===== src/rtl/prog_loader.sv =====
// Byte-stream program loader: length + data + XOR checksum frame into the 16x8 instruction memory.
// Memory writes are registered, one cycle after each data-byte acceptance.
// data_ready is decoded from state only, so a low data_valid stalls with no side effects.
module prog_loader (
    input  logic       clk,
    input  logic       rst_n,
    input  logic       load_req,
    input  logic [7:0] data_in,
    input  logic       data_valid,
    output logic       data_ready,
    output logic       mem_we,
    output logic [3:0] mem_waddr,
    output logic [7:0] mem_wdata,
    output logic       cpu_hold,
    output logic       done,
    output logic [1:0] err_code
);

    typedef enum logic [2:0] {
        S_IDLE  = 3'd0,
        S_LEN   = 3'd1,
        S_DATA  = 3'd2,
        S_CHECK = 3'd3,
        S_DONE  = 3'd4,
        S_ERR   = 3'd5
    } state_t;

    localparam logic [1:0] ERR_NONE  = 2'b00;
    localparam logic [1:0] ERR_LEN   = 2'b01;
    localparam logic [1:0] ERR_CSUM  = 2'b10;
    localparam logic [1:0] ERR_ABORT = 2'b11;

    state_t     state_q, state_d;
    logic [4:0] cnt_q, cnt_d;
    logic [4:0] len_q, len_d;
    logic [7:0] csum_q, csum_d;
    logic       pvalid_q, pvalid_d;
    logic       done_q, done_d;
    logic [1:0] err_q, err_d;
    logic       we_q, we_d;
    logic [3:0] waddr_q, waddr_d;
    logic [7:0] wdata_q, wdata_d;

    logic in_frame;
    logic accept;

    assign in_frame = (state_q == S_LEN) || (state_q == S_DATA) || (state_q == S_CHECK);
    // A dropped load_req wins over a byte offered in the same cycle.
    assign accept   = in_frame && data_valid && load_req;

    always_comb begin
        state_d  = state_q;
        cnt_d    = cnt_q;
        len_d    = len_q;
        csum_d   = csum_q;
        pvalid_d = pvalid_q;
        done_d   = done_q;
        err_d    = err_q;
        we_d     = 1'b0;
        waddr_d  = waddr_q;
        wdata_d  = wdata_q;

        if (in_frame && !load_req) begin
            err_d   = ERR_ABORT;
            state_d = S_IDLE;
        end else begin
            case (state_q)
                S_IDLE: begin
                    if (load_req) begin
                        state_d  = S_LEN;
                        pvalid_d = 1'b0;
                        done_d   = 1'b0;
                        err_d    = ERR_NONE;
                        csum_d   = 8'h00;
                        cnt_d    = 5'd0;
                    end
                end
                S_LEN: begin
                    if (accept) begin
                        csum_d = data_in;
                        if (data_in >= 8'h01 && data_in <= 8'h10) begin
                            len_d   = data_in[4:0];
                            state_d = S_DATA;
                        end else begin
                            err_d   = ERR_LEN;
                            state_d = S_ERR;
                        end
                    end
                end
                S_DATA: begin
                    if (accept) begin
                        csum_d  = csum_q ^ data_in;
                        we_d    = 1'b1;
                        waddr_d = cnt_q[3:0];
                        wdata_d = data_in;
                        cnt_d   = cnt_q + 5'd1;
                        if (cnt_q + 5'd1 == len_q) begin
                            state_d = S_CHECK;
                        end
                    end
                end
                S_CHECK: begin
                    if (accept) begin
                        if (data_in == csum_q) begin
                            pvalid_d = 1'b1;
                            done_d   = 1'b1;
                            state_d  = S_DONE;
                        end else begin
                            err_d   = ERR_CSUM;
                            state_d = S_ERR;
                        end
                    end
                end
                S_DONE, S_ERR: begin
                    if (!load_req) begin
                        state_d = S_IDLE;
                    end
                end
                default: state_d = S_IDLE;
            endcase
        end
    end

    always_ff @(posedge clk or negedge rst_n) begin
        if (!rst_n) begin
            state_q  <= S_IDLE;
            cnt_q    <= 5'd0;
            len_q    <= 5'd0;
            csum_q   <= 8'h00;
            pvalid_q <= 1'b0;
            done_q   <= 1'b0;
            err_q    <= ERR_NONE;
            we_q     <= 1'b0;
            waddr_q  <= 4'd0;
            wdata_q  <= 8'h00;
        end else begin
            state_q  <= state_d;
            cnt_q    <= cnt_d;
            len_q    <= len_d;
            csum_q   <= csum_d;
            pvalid_q <= pvalid_d;
            done_q   <= done_d;
            err_q    <= err_d;
            we_q     <= we_d;
            waddr_q  <= waddr_d;
            wdata_q  <= wdata_d;
        end
    end

    assign data_ready = in_frame;
    assign mem_we     = we_q;
    assign mem_waddr  = waddr_q;
    assign mem_wdata  = wdata_q;
    assign cpu_hold   = !pvalid_q;
    assign done       = done_q;
    assign err_code   = err_q;

endmodule


===== config.mk =====
export PLATFORM = sky130hd
export DESIGN_NAME = prog_loader
export DESIGN_NICKNAME = d
export VERILOG_FILES = /design/src/rtl/prog_loader.sv
export SDC_FILE = /design/constraint.sdc
export NUM_CORES = 1
export LEC_CHECK = 0
export CAP_MARGIN = 10
export CORE_ASPECT_RATIO = 0.75
export CORE_UTILIZATION = 45
export CTS_BUF_LIST = sky130_fd_sc_hd__clkbuf_4 sky130_fd_sc_hd__clkbuf_8
export CTS_CLUSTER_DIAMETER = 150
export DETAILED_ROUTE_END_ITERATION = 12
export PLACE_DENSITY_LB_ADDON = 0.1
export SLEW_MARGIN = 20
export SYNTH_ARGS = -nofsm -noshare
export SYNTH_HDL_FRONTEND = slang
export SYNTH_SLANG_ARGS = --single-unit

===== constraint.sdc =====
create_clock -name clk -period 5.4 [get_ports clk]
set_input_delay 0.54 -clock clk [delete_from_list [all_inputs] [get_ports clk]]
set_output_delay 0.54 -clock clk [all_outputs]
set_load 0.01 [all_outputs]

# Word level (Yosys, flattened, before mapping)
# Index checks and enable logic that the tools add are counted.
[word_totals]
regBits = 37
out_inout_bits = 18
wordCells = 86
inputBits = 12
[op_classes]
magnitude_cmp = 2
bitwise = 2
eq_ne = 20
n_addsub = 1
mux = 31
reduce_logical = 21
[op_table]
columns = ["cell", "n"]
rows = [
  ["$mux 3", 8],
  ["$mux 8", 3],
  ["$pmux 8 s3", 1],
  ["$pmux 3 s5", 1],
  ["$mux 2", 6],
  ["$ne 3x3->1 const B", 4],
  ["$reduce_and 6->1", 2],
  ["$mux 5", 2],
  ["$pmux 5 s2", 1],
  ["$reduce_and 5->1", 2],
  ["$ne 3x2->1 const B", 3],
  ["$eq 8x8->1", 1],
  ["$ge 8x1->1 const B", 1],
  ["$le 8x5->1 const B", 1],
  ["$ne 2x2->1 const B", 4],
  ["$reduce_and 4->1", 2],
  ["$xor 8x8->8", 1],
  ["$mux 1", 7],
  ["$eq 3x2->1 const B", 2],
  ["$eq 3x3->1 const B", 2],
  ["$pmux 2 s3", 1],
  ["$add 5x1->5 const B", 1],
  ["$eq 5x5->1", 1],
  ["$logic_and 1x1->1", 4],
  ["13 further kinds", 16],
]

# Logic depth before layout (Yosys ltp)
[depth]
word_depth = 8
depth_mapped = 7
mapped_depth_nobuf = 6

# Worst setup path before layout
# Ideal clock, no wire load.
[synth_timing]
kind = "input to register"
from = "input data_in[2]"
to = "register err_q[0] (netlist: err_code[0])"
required_ps = 5321
setup_slack_ps = 3513
arrival_time_ps = 1807
setup_ps = 79
path_buffers = 0
path_stages = 5
path_cell_list = "nor4_2 -> mux2i_2 -> nor2_2 -> a2111oi_4 -> a2bb2oi_1"
[synth_between]
elab_chain_cells = 4
elab_cells_between_ends = 7
cone_classes = "order compare: 2; eq/ne: 3; reduce/logical: 2"
[synth_lines]
columns = ["item", "line_no", "rtl"]
rows = [
  ["start, declared", "8", "input logic [7:0] data_in,"],
  ["$ge 8x1->1 or $le 8x5->1 (tied branches)", "81", "if (data_in >= 8'h01 && data_in <= 8'h10) begin"],
  ["$logic_and 1x1->1", "81", ""],
  ["$ne 3x3->1 (no line)", "--", ""],
  ["$reduce_and 6->1 (no line) (*)", "--", ""],
  ["end signal, assigned", "143", "err_q <= err_d;"],
  ["end, declared", "39", "logic [1:0] err_q, err_d;"],
]
# Every way passes the cells marked *; elsewhere a longest branch is shown, timed or not.
# A chain may end at the register's enable or synchronous reset.

# Worst setup path after layout
[layout_timing]
from = "register state_q[1]"
to = "output data_ready"
[layout_between]
elab_chain_cells = 3
elab_cells_between_ends = 5
cone_classes = "eq/ne: 3; reduce/logical: 2"
[layout_lines]
columns = ["item", "line_no", "rtl"]
rows = [
  ["start, declared", "33", "state_t state_q, state_d;"],
  ["start signal, assigned", "137", "state_q <= state_d;"],
  ["$eq 3x1->1 or $eq 3x2->1 (tied branches)", "47", "assign in_frame = (state_q == S_LEN) || (state_q == S_DATA) || (state_q == S_CHECK);"],
  ["$logic_or 1x1->1", "47", ""],
  ["$logic_or 1x1->1 (*)", "47", ""],
  ["end, declared", "10", "output logic data_ready,"],
]
# Marks and branches as above.

==> results.md <==
* Predominant post-synthesis flop cell: dfrtp_1
* Crit path time final at 2.51 ns
* Post-synth top cells: dfrtp_1, nand2_1, o21ai_0
* Post-cts gate resize count at 0
* HP Class: primary input to asynchronous set/reset pin
* Post-synth top area share at 0.447
* Layout cell share with drive strength beyond 1 at 0.134
* Root cell of the clock tree: clkbuf_8
* Die Y at 60.7 µm
* Cell row count at 20
* Sequential share of the synthesized area at 0.447
* Max-Cap Viols at 0
* CTS Hold Bufs at 0
* Synthesized cell area at 2070 µm²
* Initial DRC Count at 96
* Initial antenna violation count at 0
* Fmax at 0.399 GHz
* Tot GR Track Use at 0.210
* Synthesis Warnings at 0
* DRT Pass-1 Iters at 4
* Initial Util at 0.489
* CP arrival at 1.97 ns
* Clk sink count at 37
* CP required at 4.86 ns
* Placer Congestion at 0.811
* Status: finished, final reports clean
* DRC at 0
* H-tree levels at 2
* HPWL Detailed at 2960 µm
* Pleak at 1.10 nW
* Vias post-DR at 1648
* Final ANT Viol Nets at 0
* Die area at 4880 µm²
* Post-synth EDFFs at 0
* Fin crit share at 0.464
* Clk buf depth at 2
* Syn_area_per_cell at 9.76 µm²
* Setup violations, final at 0
* Crit-path max FO at 25
* Core area at 4230 µm²
* Grt ovf at 0
* Num CTS Buffers at 5
* First-pass GRT wire length at 7530 µm
* WS Path Type: register to primary output
* Routed vias/inst at 5.61
* Final Instance Area at 2500 µm²
* RSZ-0062 raised after global routing: false
* Rel. slew slack at 0.384
* Worst VDD drop at 0.198 mV
* Final WL at 4420 µm
* CTS tree: done
* Startpoint types: register
* Final setup TNS at 0 ns
* Clk_lat worst skew at 0.29 ns
* Area grow syn2layout at 20.9%
* Post-synthesis cell type count at 46
* Final #Nets at 251
* CP endpoint kind: primary output
* Pins Over Slew Limit at 0
* Cells after Synth at 212
* Post-CTS setup buffer count at 0
* Dominant cell type by area after synthesis: dfrtp_1
* Number of top-level pins at 30
* Drt wl/cell at 15.0 µm
* Post-synthesis register bit count at 37
* Post-synth ARST share at 1.00
* Worst Skew at 0.00477 ns
* Pwr Density at 370 nW/µm²
* Worst-margin pin slew at 0.924 ns
* Placed Area at 2380 µm²
* Largest net degree at the start of global routing at 38
* Antenna Cells at 0
* IO Port Bufs at 29
* Most frequent cell after synthesis: dfrtp_1
* Die width at 80.3 µm
* Final hold violation count at 0
* Synthesized net count at 225
* Ranking of synthesized cells by area: dfrtp_1, mux2_2, nand2_1
* Clock transition at path regs at 0.08 ns
* Internal reg-to-reg setup slack at 3.14 ns
* Vias in the first global route at 1518
-- final cells by class --
cell class / instances / area, µm²
clock buffers: 6 / 82.6
multi-input cells: 160 / 1080
clock inverters: 2 / 37.5
inverters: 5 / 18.8
well taps: 55 / 68.8
fillers: 380 / 1730
repair buffers: 29 / 285
flip-flops and latches: 37 / 926
-- worst paths after layout --
check                      depth (start not counted)                     start                  endpoint
min reg2reg                                        2  mem_waddr[1]$_DFFE_PN0P_  mem_waddr[1]$_DFFE_PN0P_
max in group asynchronous                          1                     rst_n     csum_q[6]$_DFFE_PN0P_
min                                                1                     rst_n          mem_we$_DFF_PN0_
max reg2reg                                        4    state_q[2]$_DFFE_PN0P_      len_q[3]$_DFFE_PN0P_
max                                                3    state_q[1]$_DFFE_PN0P_                data_ready
min in group clk                                   2  mem_waddr[1]$_DFFE_PN0P_  mem_waddr[1]$_DFFE_PN0P_
-- sequential cells by signal, indices dropped and copies added, names as in the netlist --
signal and flops:
mem_wdata 8, cnt_q 5, mem_waddr 4, len_q 5
csum_q 8, err_code 2, done 1, mem_we 1
state_q 3
-- cells in the final DEF (no fill, tap or decap), types with 2 or more instances in the layout --
master	n
clkdlybuf4s50_1	28
nand3b_1	2
mux2_2	16
o221ai_1	2
a22o_1	2
o22ai_1	2
inv_1	5
a2bb2oi_1	2
o21ai_0	21
clkbuf_8	6
dfrtp_1	37
xnor2_1	3
o32ai_1	2
nor4_1	3
a21oi_1	4
nand3_1	7
nor2_1	10
nor3_1	9
xor2_1	10
or3_1	3
nor2b_1	4
nand2_1	32
nand2b_1	4
-- layer usage --
layer / up-vias / routed length [µm] / global-route usage
met2: 42 / 1890 / 0.313
met1: 791 / 2270 / 0.301
li1: 805 / - / -
met5: - / 0 / 0
met3: 10 / 179 / 0.0466
met4: 0 / 74 / 0.0791
-- critical path: stages (launching register included) --
cell             delay, ns
dfrtp_1               0.79
nor2_1                0.17
nor2_1                0.15
clkdlybuf4s50_1       0.56
-- through the flow --
step                      cells  power (mW)  hold slack (ns)  setup slack, ns  utilization
after floorplan             212       0.573            0.244             3.51            -
after global placement      286       0.672            0.462             2.66        0.563
after detailed placement    286       0.673            0.470             2.66        0.563
after CTS                   294       0.928            0.413             2.90        0.592
after global routing        294       0.986            0.463             2.71        0.592
final                       294       0.926            0.368             2.89        0.592
-- power breakdown --
group | switching [mW] | leakage (nW) | internal [mW] | total (mW)
logic | 0.132 | 0.541 | 0.144 | 0.276
registers | 0.0624 | 0.501 | 0.331 | 0.393
clock network | 0.106 | 0.0574 | 0.150 | 0.256
-- logic make-up (layout without fill, tap and decap cells) --
| logic type | Yosys count | after routing | synth area share |
|---|---|---|---|
| and+or+nand+nor | 82 | 82 | 0.198 |
| AOI/OAI and AO/OA | 45 | 45 | 0.154 |
| DFF | 37 | 37 | 0.447 |
| muxes | 18 | 18 | 0.0985 |
| buffers and inverters | 15 | 42 | 0.0290 |
| xor gates and xnor gates | 14 | 14 | 0.0665 |
| adders and majority gates | 1 | 1 | 0.00604 |
Note: power is estimated with default switching activity, not from simulation.
==> variant (same flow settings) <==
Encoding of `state_t`: now one-hot (6 bits for 6 states).
--- a/src/rtl/prog_loader.sv
+++ b/src/rtl/prog_loader.sv
@@ -16,13 +16,13 @@
     output logic [1:0] err_code
 );
 
-    typedef enum logic [2:0] {
-        S_IDLE  = 3'd0,
-        S_LEN   = 3'd1,
-        S_DATA  = 3'd2,
-        S_CHECK = 3'd3,
-        S_DONE  = 3'd4,
-        S_ERR   = 3'd5
+    typedef enum logic [5:0] {
+        S_IDLE  = 6'b000001,
+        S_LEN   = 6'b000010,
+        S_DATA  = 6'b000100,
+        S_CHECK = 6'b001000,
+        S_DONE  = 6'b010000,
+        S_ERR   = 6'b100000
     } state_t;
 
     localparam logic [1:0] ERR_NONE  = 2'b00;
Check against the original RTL: no difference found for any inputs over 10 cycles, from zero or initial values and one cycle with rst_n low; not proved beyond that.
==> variant against the unedited design <==
  * Final area rose by 1.8%
  * Synthesized area is 3.7% higher
  * Setup slack improved by 0.078 ns
  * Clock power fell by 5%
  * Count of clock-buffer cells in the layout down 1
  * Register-to-register slack got worse by 0.06 ns
  * Die area rose by 3.6%
  * Combinational power down 47%
  * Sequential cell count is 3 higher
  * Wire length is 5.7% higher
  * Total power decreased by 21%
  * Critical path depth increased by 1
==> variant: results (changes against the unedited design) <==
| Metric | Value |
|---|---|
| Worst R2R Setup Slack | `3.08 ns (was 3.14 ns)` |
| Metal-1 WL | `2456 um (was 2271 um)` |
| Largest vdd supply drop | `0.2022 mV (was 0.1983 mV)` |
| Drt wl/cell | `14.40 um (was 15.02 um)` |
| GPL Wtd Cong | `0.7989 (was 0.8111)` |
| CTS Buf Count | `5 (unchanged)` |
| Top cells by area, synth | `dfrtp_1, o21ai_0, nand2_1 (was dfrtp_1, mux2_2, nand2_1)` |
| Critical Path Fanout Max | `9 (was 25)` |
| Worst slew pin tran | `0.8932 ns (was 0.9236 ns)` |
| Reg2reg start | `state_q[3]$_DFFE_PN0P_ (was state_q[2]$_DFFE_PN0P_)` |
| Fill count | `416 (was 380)` |
| Via count of the first global-routing pass | `1536 (was 1518)` |
| Status | `completed (unchanged)` |
| Adder-Cell Fraction of Synth Area | `0.5831% (was 0.6046%)` |
| WL met2 | `1914 um (was 1890 um)` |
| Synth Area in Compound Gates | `16.73% (was 15.42%)` |
| Register area share after synthesis | `46.71% (was 44.74%)` |
| Hpwl dp | `3215 um (was 2963 um)` |
| Synth unique cells | `47 (was 46)` |
| Register-to-Register Path Depth | `5 (was 4)` |
| List of most frequent post-synthesis cells | `nand2_1, o21ai_0, dfrtp_1 (was dfrtp_1, nand2_1, o21ai_0)` |
| Congestion Overflow GR | `0 (unchanged)` |
| GRT Total Usage | `20.45% (was 20.96%)` |
| First-iteration detailed-routing DRC count | `99 (was 96)` |
| Metal3 WL | `244 um (was 179 um)` |
| 1st-pass router iterations | `4 (unchanged)` |
| Mapped Nets | `253 (was 225)` |
| FFs w/ async S/R, synth | `100.0% (unchanged)` |
| Pleak | `0.001137 uW (was 0.001099 uW)` |
| Arr. time, crit path | `1.89 ns (was 1.97 ns)` |
| Post-synthesis mux area share | `3.149% (was 9.855%)` |
| M3 GR Usage | `4.380% (was 4.662%)` |
| Number of port buffers | `29 (unchanged)` |
| Largest net degree at the start of global routing | `41 (was 38)` |
| Setup Skew | `0.003259 ns (was 0.004767 ns)` |
| DP Area | `0.002437 sq mm (was 0.002382 sq mm)` |
| Via count | `1761 (was 1648)` |
| Antenna violations before repair | `0 (unchanged)` |
| Met1 GRT Util | `30.85% (was 30.08%)` |
| Share of cells above drive strength 1 | `7.491% (was 13.39%)` |
| Xor-xnor portion of the synthesized cell area | `6.939% (was 6.651%)` |
| Worst R2R End | `cnt_q[2]$_DFFE_PN0P_ (was len_q[3]$_DFFE_PN0P_)` |
| M2 GR Usage | `28.57% (was 31.26%)` |
| Nets | `279 (was 251)` |
| CTS resizes | `0 (unchanged)` |
-- variant: how the worst min path moves through the flow --
stage / slack, ns / to / depth (start not counted) / from
final: 0.37 / mem_wdata[4]$_DFFE_PN0P_ / 1 / rst_n
after detailed placement: 0.46 / mem_waddr[0]$_DFFE_PN0P_ / 2 / mem_waddr[0]$_DFFE_PN0P_
after floorplan: 0.24 / cnt_q[0]$_DFFE_PN0P_ / 0 / rst_n
after global placement: 0.46 / mem_waddr[0]$_DFFE_PN0P_ / 2 / mem_waddr[0]$_DFFE_PN0P_
after global routing: 0.44 / mem_waddr[0]$_DFFE_PN0P_ / 1 / rst_n
after CTS: 0.40 / mem_waddr[0]$_DFFE_PN0P_ / 1 / rst_n
-- variant: stage by stage --
stage,hold slack (ns),setup slack [ns],std cells
3_5_place_dp,0.4622,2.702,316
3_3_place_gp,0.4628,2.738,316
6_report,0.3660,2.971,324
4_1_cts,0.4013,2.990,324
2_1_floorplan,0.2444,3.429,240
5_1_grt,0.4447,2.829,324
-- variant: critical path, stage by stage, from the launching register on --
cell	delay (ns)
dfrtp_1	0.49
xor2_1	0.29
o211ai_1	0.19
inv_1	0.09
clkdlybuf4s50_1	0.53
-- variant: final cells by class --
type	instances	area (sq um)	area share [%]
clock buffers	5	68.82	2.700
flip-flops and latches	40	1002	39.32
well taps	57	71.32	2.798
multi-input cells	182	1045	40.99
clock inverters	3	42.54	1.669
repair buffers	30	292.8	11.49
inverters	7	26.28	1.031
-- variant: report_power, final --
group	leakage (uW)	switching (uW)	internal, uW
clock	0.0000541	108	137
sequential	0.000543	18.5	322
combinational	0.000540	77.6	69.4
-- variant: cells by family after synthesis --
group / after synthesis
muxes: 6
AOI/OAI and AO/OA: 61
and+or+nand+nor: 97
DFF: 40
buffers and inverters: 18
adders and majority gates: 1
xor gates and xnor gates: 17
